==> src/rtl/stopwatch_display_if.sv <==
// Link between the stop_watch core (master) and its two-digit 7-segment display driver (slave).
// The display-side signal names match the pins of the stopwatch_display block.
interface stopwatch_display_if;
  logic [4:0] time_i;
  logic [2:0] mode_i;
  logic [6:0] seg_o;
  logic [1:0] digit_sel_o;
  logic       dp_o;

  modport master (output time_i, mode_i, input seg_o, digit_sel_o, dp_o);
  modport slave  (input time_i, mode_i, output seg_o, digit_sel_o, dp_o);
endinterface

==> src/rtl/stopwatch_display.sv <==
// Two-digit multiplexed 7-segment driver for the stop watch: decimal split, digit scan, IDLE blink.
// Optional macro STOPWATCH_DISPLAY_LEAD_ZERO_BLANK_EN blanks a leading zero in the tens digit.
module stopwatch_display #(
  parameter int unsigned REFRESH_CYCLES = 1,
  parameter int unsigned BLINK_CYCLES   = 50
) (
  input  logic                clk,
  input  logic                Rst_i,
  stopwatch_display_if.slave  bus
);

  localparam int SCAN_W  = (REFRESH_CYCLES > 1) ? $clog2(REFRESH_CYCLES) : 1;
  localparam int BLINK_W = (BLINK_CYCLES   > 1) ? $clog2(BLINK_CYCLES)   : 1;

  localparam logic [SCAN_W-1:0]  SCAN_LAST  = SCAN_W'(REFRESH_CYCLES - 1);
  localparam logic [BLINK_W-1:0] BLINK_LAST = BLINK_W'(BLINK_CYCLES - 1);

  localparam logic [2:0] MODE_IDLE    = 3'b100;
  localparam logic [2:0] MODE_CLEAR   = 3'b010;
  localparam logic [2:0] MODE_RUNNING = 3'b001;

  localparam logic [6:0] SEG_DASH  = 7'h40;
  localparam logic [6:0] SEG_BLANK = 7'h00;

  typedef enum logic { ONES, TENS }     scan_e;
  typedef enum logic { PH_ON, PH_OFF }  blink_e;

  function automatic logic [6:0] seg_of(input logic [3:0] digit);
    case (digit)
      4'd0:    seg_of = 7'h3F;
      4'd1:    seg_of = 7'h06;
      4'd2:    seg_of = 7'h5B;
      4'd3:    seg_of = 7'h4F;
      4'd4:    seg_of = 7'h66;
      4'd5:    seg_of = 7'h6D;
      4'd6:    seg_of = 7'h7D;
      4'd7:    seg_of = 7'h07;
      4'd8:    seg_of = 7'h7F;
      4'd9:    seg_of = 7'h6F;
      default: seg_of = SEG_BLANK;
    endcase
  endfunction

  // Stage 1
  logic [4:0] time_d, time_q;
  logic [2:0] mode_d, mode_q;

  // Scan and blink state
  scan_e               scan_state_d, scan_state_q;
  logic [SCAN_W-1:0]   scan_cnt_d,   scan_cnt_q;
  blink_e              blink_ph_d,   blink_ph_q;
  logic [BLINK_W-1:0]  blink_cnt_d,  blink_cnt_q;

  // Stage 2
  logic [6:0] seg_d,       seg_q;
  logic [1:0] digit_sel_d, digit_sel_q;
  logic       dp_d,        dp_q;

  logic [1:0] tens;
  logic [3:0] ones;
  logic       mode_legal;
  logic       show_tens;

  assign time_d = bus.time_i;
  assign mode_d = bus.mode_i;

  // Decimal split by range comparison; no divider needed for 0..31.
  always_comb begin
    // NOTE: every always_comb output is given a default first so no path can infer a latch.
    tens = 2'd0;
    ones = 4'(time_q);
    if (time_q >= 5'd30) begin
      tens = 2'd3;
      ones = 4'(time_q - 5'd30);
    end else if (time_q >= 5'd20) begin
      tens = 2'd2;
      ones = 4'(time_q - 5'd20);
    end else if (time_q >= 5'd10) begin
      tens = 2'd1;
      ones = 4'(time_q - 5'd10);
    end
  end

  // Scan FSM and blink timer next-state
  always_comb begin
    scan_state_d = scan_state_q;
    scan_cnt_d   = scan_cnt_q + SCAN_W'(1);
    if (scan_cnt_q == SCAN_LAST) begin
      scan_cnt_d   = '0;
      scan_state_d = (scan_state_q == ONES) ? TENS : ONES;
    end

    blink_cnt_d = '0;
    blink_ph_d  = PH_ON;
    if (mode_q == MODE_IDLE) begin
      blink_ph_d  = blink_ph_q;
      blink_cnt_d = blink_cnt_q + BLINK_W'(1);
      if (blink_cnt_q == BLINK_LAST) begin
        blink_cnt_d = '0;
        blink_ph_d  = (blink_ph_q == PH_ON) ? PH_OFF : PH_ON;
      end
    end
  end

  // Outputs are built against the digit that will be selected, keeping sel/seg/dp coherent.
  always_comb begin
    mode_legal  = (mode_q == MODE_IDLE) || (mode_q == MODE_CLEAR) || (mode_q == MODE_RUNNING);
    show_tens   = (scan_state_d == TENS);
    digit_sel_d = show_tens ? 2'b10 : 2'b01;
    seg_d       = SEG_BLANK;
    dp_d        = 1'b0;

    if (!mode_legal) begin
      seg_d = SEG_DASH;
    end else if ((mode_q == MODE_IDLE) && (blink_ph_q == PH_OFF)) begin
      seg_d = SEG_BLANK;
    end else if (show_tens) begin
`ifdef STOPWATCH_DISPLAY_LEAD_ZERO_BLANK_EN
      seg_d = (tens == 2'd0) ? SEG_BLANK : seg_of({2'b00, tens});
`else
      seg_d = seg_of({2'b00, tens});
`endif
    end else begin
      seg_d = seg_of(ones);
      dp_d  = (mode_q == MODE_RUNNING);
    end
  end

  always_ff @(posedge clk) begin
    // NOTE: sequential state uses non-blocking assignments so all flops update from pre-edge values.
    if (Rst_i) begin
      time_q       <= '0;
      mode_q       <= MODE_IDLE;
      scan_state_q <= ONES;
      scan_cnt_q   <= '0;
      blink_ph_q   <= PH_ON;
      blink_cnt_q  <= '0;
      seg_q        <= SEG_BLANK;
      digit_sel_q  <= 2'b01;
      dp_q         <= 1'b0;
    end else begin
      time_q       <= time_d;
      mode_q       <= mode_d;
      scan_state_q <= scan_state_d;
      scan_cnt_q   <= scan_cnt_d;
      blink_ph_q   <= blink_ph_d;
      blink_cnt_q  <= blink_cnt_d;
      seg_q        <= seg_d;
      digit_sel_q  <= digit_sel_d;
      dp_q         <= dp_d;
    end
  end

  assign bus.seg_o       = seg_q;
  assign bus.digit_sel_o = digit_sel_q;
  assign bus.dp_o        = dp_q;

endmodule

==> src/flat_wrapper.sv <==
// flat-port wrapper written by rule: the top's interface ports become plain ports
module stopwatch_display_flat 
#(
  parameter int unsigned REFRESH_CYCLES = 1,
  parameter int unsigned BLINK_CYCLES   = 50
)
  (clk, Rst_i, bus_time_i, bus_mode_i, bus_seg_o, bus_digit_sel_o, bus_dp_o);
  stopwatch_display_if bus_i ();
  input  logic clk;
  input  logic Rst_i;
  input wire logic [$bits(bus_i.time_i)-1:0] bus_time_i;
  input wire logic [$bits(bus_i.mode_i)-1:0] bus_mode_i;
  output wire logic [$bits(bus_i.seg_o)-1:0] bus_seg_o;
  output wire logic [$bits(bus_i.digit_sel_o)-1:0] bus_digit_sel_o;
  output wire logic [$bits(bus_i.dp_o)-1:0] bus_dp_o;
  assign bus_i.time_i = bus_time_i;
  assign bus_i.mode_i = bus_mode_i;
  assign bus_seg_o = bus_i.seg_o;
  assign bus_digit_sel_o = bus_i.digit_sel_o;
  assign bus_dp_o = bus_i.dp_o;
  stopwatch_display #(.REFRESH_CYCLES(REFRESH_CYCLES), .BLINK_CYCLES(BLINK_CYCLES)) u_core (.clk(clk), .Rst_i(Rst_i), .bus(bus_i));
endmodule
==> config.mk <==
export PLATFORM = sky130hd
export DESIGN_NAME = stopwatch_display_flat
export DESIGN_NICKNAME = d
export VERILOG_FILES = /design/src/rtl/stopwatch_display_if.sv /design/src/rtl/stopwatch_display.sv /design/src/flat_wrapper.sv
export SDC_FILE = /design/constraint.sdc
export NUM_CORES = 1
export LEC_CHECK = 0
export BUFFER_PORTS_ARGS = -buffer_cell sky130_fd_sc_hd__buf_2
export CAP_MARGIN = 0
export CORE_MARGIN = 2
export CORE_UTILIZATION = 56
export CTS_CLUSTER_SIZE = 10
export DETAILED_ROUTE_END_ITERATION = 12
export PLACE_DENSITY = 0.83
export SLEW_MARGIN = 20
export SYNTH_ARGS = -nofsm -noshare
export SYNTH_HDL_FRONTEND = slang
export SYNTH_SLANG_ARGS = --single-unit
==> constraint.sdc <==
create_clock -name clk -period 2.8 [get_ports clk]
set_input_delay 0.28 -clock clk [delete_from_list [all_inputs] [get_ports clk]]
set_output_delay 0.28 -clock clk [all_outputs]
set_load 0.005 [all_outputs]
* Word level (Yosys, flattened, before mapping)
Memories as Yosys holds them, arrays and structs flattened.
Cells that the tools add are included.
** Cells by class
- Add/sub/neg operators :: 5
- Multiply operators :: 0
- Div/mod/pow operators :: 0
- Order comparisons :: 3
- Eq/ne operators :: 7
- Shifts and indexed selects :: 0
- Multiplexer cells :: 14
- Bitwise logic cells :: 3
- Reduce and logical (&&, ||, !) cells :: 9
** Operators by type and width (number)
- $pmux 7 s4 :: 1
- $mux 7 :: 3
- $mux 4 :: 3
- $ge 5x5->1 const B :: 2
- $sub 4x4->4 const B :: 2
- $add 6x1->6 const B :: 1
- $eq 6x6->1 const B :: 1
- $mux 2 :: 3
- $reduce_or 3->1 :: 2
- $ge 5x4->1 const B :: 1
- $eq 2x2->1 const B :: 2
- $mux 1 :: 4
- $reduce_or 2->1 :: 2
- $reduce_or 4->1 :: 1
- $sub 4x3->4 const B :: 1
- $eq 3x1->1 const B :: 1
- $eq 3x2->1 const B :: 1
- $eq 3x3->1 const B :: 1
- $not 1->1 :: 3
- $eq 2x1->1 const B :: 1
- $logic_not 2->1 :: 1
- $logic_or 1x1->1 :: 2
- $add 1x1->1 const B :: 1
- $logic_and 1x1->1 :: 1
** Storage, ports and cells
- Register bits after elaboration :: 27
- Bits in latches :: 0
- Memory bits (writable) :: 0
- ROM bits :: 112
- Output and inout bits :: 10
- Word-level logic and storage cells :: 52
- Memories kept :: 1
** Memory list
- (name not given) :: depth 16, bits a word 7, rd ports 1, clocked after Yosys merged registers in 0, write ports 0, RTL line stopwatch_display.sv:29 : case (digit)

* Depth between registers and ports, before layout
- Word-level depth :: 9
- Mapped depth :: 11

* Worst setup path before layout
No wires, ideal clock.
- Path type :: reg2reg
- Start :: register u_core.time_q[1]
- End :: register u_core.seg_q[5] (netlist: u_core.bus.seg_o[5])
- Arrival :: 2.425 ns
- Required time :: 2.742 ns
- Slack :: 0.317 ns
- Stages on the path, launching flop included :: 12
- Path buffers :: 0
- Clock period less this slack :: 2.483 ns
- Path through :: dfxtp_1 -> inv_1 -> ha_1 -> nor2b_1 -> o31a_1 -> o21ai_2 -> xnor2_4 -> inv_1 -> ha_1 -> or2_0 -> a211oi_2 -> o21a_1
** Between the ends
- Longest elaborated chain between the ends :: 7
** Ends and longest elaborated chain
- start: declaration :: RTL line stopwatch_display.sv:45 : logic [4:0] time_d, time_q;
- start signal: assignment :: RTL line stopwatch_display.sv:142 : time_q <= time_d;
- parallel branches: the longest is 6 deep, another holds $mem_v2 16x7
- $mux 7 * :: RTL line stopwatch_display.sv:117 : end else if (show_tens) begin
- end signal: assignment :: RTL line stopwatch_display.sv:148 : seg_q <= seg_d;
- end: declaration :: RTL line stopwatch_display.sv:55 : logic [6:0] seg_d, seg_q;
Every way passes the cells marked *. The select of a mux whose other input is x is not followed.
A chain may end at the register's enable or synchronous reset.

* Worst setup path in the final report
- Start :: register u_core.time_q[2]
- End :: register u_core.seg_q[5] (netlist: u_core.bus.seg_o[5])
The elaborated chain is that of the path after synthesis.

==> parameters.txt <==
Parameter                              Value

Run status
  Outcome ... finished clean

Global route
  Number of antenna violations at the first check in global routing ... 0
  GRT Resource Usage Total ... 17.36%
  Residual overflow from global routing ... 0
  Maximum number of pins on one net before global-route repair ... 16
  Vias in the first global route ... 1010
  First-pass GRT wire length ... 4.284 mm

Place
  Placement-stage cell area ... 1562 um^2
  Worst slack after detailed placement ... 264.5 ps
  Gpl congestion ... 0.7656
  Post-Place Cells ... 192
  # port buffers ... 19
  Detailed placement HPWL ... 1.924 mm

Setup path
  Critical path's slowest cell ... sky130_fd_sc_hd__dfxtp_1
  Largest fanout of any net on the critical path ... 8
  Critical path's top delay family ... compound AO/OA/AOI/OAI gates
  Crit path to ... u_core.bus.seg_o[5]
  Startpoint type of the worst setup path ... flop
  Endpoint class of the critical path ... flop
  Destination of the worst register-to-register timing path ... u_core.bus.seg_o[5]
  Minimum setup slack among reg-to-reg paths ... 260 ps
  Data arrival at the endpoint of the critical path ... 2810 ps
  Delay of the slowest cell on the worst path ... 510 ps
  Crit path cell chain ... inv_1, ha_1, a311oi_4, o21ai_2, xnor2_4, inv_1, ha_1, or2_0, a211oi_2, o21a_1
  CP Data Required Time ... 3070 ps
  Critical path buffer and inverter count ... 2
  Cell depth of the worst setup path ... 10
  Type of the worst setup path ... flop to flop
  Beginning of the worst register-to-register path ... u_core.time_q[2]
  Reg2Reg Depth ... 10
  Start point of the critical path ... u_core.time_q[2]

STA
  Total count of max-transition violations in the final report ... 0
  Top achievable clock speed ... 0.3939 GHz
  RSZ-0062 raised after global routing ... false
  Total Negative Setup Slacks ... 0 ps
  Hold Violations, Final ... 0
  Period utilization ... 90.66%
  Finish-stage setup viols ... 0
  Hold Slack ... 145.8 ps
  Final critical-path required period ... 2539 ps
  Slew Limit Headroom ... 60.41%
  Least-Margin Pin Slew ... 590.9 ps
  Setup Skew ... 13.17 ps
  Worst Setup Slack, final ... 261.4 ps

Drt
  # DRC ... 0
  Number of vias after detailed routing ... 1059
  Vias per cell ... 5.431
  Antenna viol nets, final ... 0
  WL final ... 2.458 mm
  Pre-antenna DRT Iters ... 5
  Initial drt markers ... 8
  Routed WL per cell ... 12.61 um

Synthesis
  Dominant register cell in the synthesized netlist ... sky130_fd_sc_hd__dfxtp_1
  Distinct cell type count of the synthesized netlist ... 50
  Async S/R FF share, synth ... 0%
  Cell area after synthesis ... 1474 um^2
  Synthesized netlist cell count ... 148
  Net count after synthesis ... 171
  Proportion of synthesized chip area in sequential cells ... 35.31%
  Flip-flop and latch count after synthesis ... 26
  Total of warnings raised by yosys ... 0
  Post-synthesis area per instance ... 9.959 um^2
  Post-synth EDFFs ... 0

Die
  Top-level I/O count ... 20
  Starting density of the core ... 59.49%
  Vertical die dimension ... 55.30 um
  Total core area ... 2477 um^2
  Total Die Area ... 3058 um^2
  Standard-cell row count ... 18
  Chip Width ... 55.30 um

Cells and area
  Post-layout instance area ... 1584 um^2
  Final Util ... 63.94%
  Layout cells sized above 1 ... 23.64%
  Synth-to-Final Area Change ... 7.470%
  Leading cell types in the layout, fill and taps excluded ... sky130_fd_sc_hd__dfxtp_1 (26), sky130_fd_sc_hd__buf_2 (19), sky130_fd_sc_hd__ha_1 (13)
  Count of fill cells added during filler insertion ... 209
  Final net count ... 190
  Finished Layout Cells ... 195
  Number of diodes ... 0
  Commonest non-fill, non-tap cell in the layout ... sky130_fd_sc_hd__dfxtp_1

Clock network
  Buffers from clock root to sink, at most ... 2
  Number of hold buffers added after CTS ... 0
  Root buffer selected by CTS ... sky130_fd_sc_hd__clkbuf_4
  Buffers inserted by post-CTS timing repair ... 0
  Insertion delay to the later sink of the worst-skew pair ... 320 ps
  Max H-tree Level ... 1
  TritonCTS clock tree ... yes
  Number of buffers inserted during clock tree synthesis ... 3
  Quantity of gates resized following cts ... 0
  Number of sinks handled by clock tree synthesis ... 26
  Clk pin slew, worst setup/hold paths ... 130 ps

Pwr
  VDD IR-drop max ... 0.4096 mV
  Total leakage power ... 0.6843 nW
  Post-layout power ... 0.7314 mW
  PwrDens ... 461.7 nW/um^2

Run
  Maximum Capacitance Violations ... 0

Min path
  Path category of the worst min-delay check ... primary input to flop
## flip-flops by register name (all words and copies together), names as in the netlist
register and flops:
u_core.bus.digit_sel_o 2, u_core.bus.dp_o 1, u_core.blink_ph_q 1, u_core.time_q 5, u_core.blink_cnt_q 6, u_core.bus.seg_o 7, u_core.scan_cnt_q 1, u_core.mode_q 3
## where the power goes
| group | total (mW) | switching (mW) | internal, mW |
|---|---|---|---|
| registers | 0.410 | 0.0178 | 0.392 |
| clock network | 0.150 | 0.0998 | 0.0503 |
| logic | 0.171 | 0.0938 | 0.0773 |
| total | 0.731 | 0.211 | 0.520 |
## cell families after synthesis
group / count (synthesis) / synth area share [%]
AOI/OAI and AO/OA: 30 / 17.23
xor gates and xnor gates: 8 / 6.538
adders and majority gates: 13 / 11.04
buffers and inverters: 14 / 5.603
DFF: 26 / 35.31
muxes: 4 / 3.056
other: 1 / 0.2544
and+or+nand+nor: 52 / 20.97
## metal layers
layer | vias to the layer above | part of all wire [%] | track usage, %
li1 | 548 | - | -
met1 | 481 | 44 | 20.70
met2 | 28 | 50 | 30.95
met3 | 2 | 5.2 | 4.215
met4 | 0 | 0.57 | 4.530
met5 | - | 0 | 0
## synth_stat cells, types with 2 or more instances
cell / instances / area (um^2)
sky130_fd_sc_hd__a211oi_1: 2 / 15.01
sky130_fd_sc_hd__ha_1: 13 / 162.7
sky130_fd_sc_hd__inv_1: 8 / 30.03
sky130_fd_sc_hd__dfxtp_1: 26 / 520.5
sky130_fd_sc_hd__nand2b_1: 4 / 25.02
sky130_fd_sc_hd__o21ai_2: 2 / 17.52
sky130_fd_sc_hd__a21oi_1: 10 / 50.05
sky130_fd_sc_hd__clkbuf_1: 2 / 7.510
sky130_fd_sc_hd__o21ai_0: 4 / 20.02
sky130_fd_sc_hd__nor2b_1: 9 / 56.30
sky130_fd_sc_hd__mux2i_1: 3 / 30.03
sky130_fd_sc_hd__nor3_1: 2 / 10.01
sky130_fd_sc_hd__nor2_1: 12 / 45.04
sky130_fd_sc_hd__xnor2_1: 3 / 26.28
sky130_fd_sc_hd__buf_6: 2 / 22.52
sky130_fd_sc_hd__nand3_1: 5 / 25.02
sky130_fd_sc_hd__xor2_1: 3 / 26.28
sky130_fd_sc_hd__or3_1: 3 / 18.77
sky130_fd_sc_hd__and3_1: 2 / 12.51
sky130_fd_sc_hd__nand2_1: 3 / 11.26
## area by class of cell
type	count	area (um^2)	area share (%)
clock buffers	3	22.52	1.422
inverters	8	30.03	1.896
multi-input cells	108	870.8	54.98
flip-flops and latches	26	520.5	32.86
well taps	30	37.54	2.370
repair buffers	20	102.6	6.477
## worst min-delay path by stage
stage	from	endpoint	cells past startpoint
after floorplan	bus_mode_i[2]	u_core.mode_q[2]	1
after global placement	u_core.blink_cnt_q[0]	u_core.blink_cnt_q[0]	1
after detailed placement	u_core.blink_cnt_q[0]	u_core.blink_cnt_q[0]	1
after CTS	bus_mode_i[2]	u_core.mode_q[2]	2
after global routing	bus_mode_i[2]	u_core.mode_q[2]	2
final	bus_mode_i[2]	u_core.mode_q[2]	2
No activity file was read; power rests on OpenSTA's default activity.
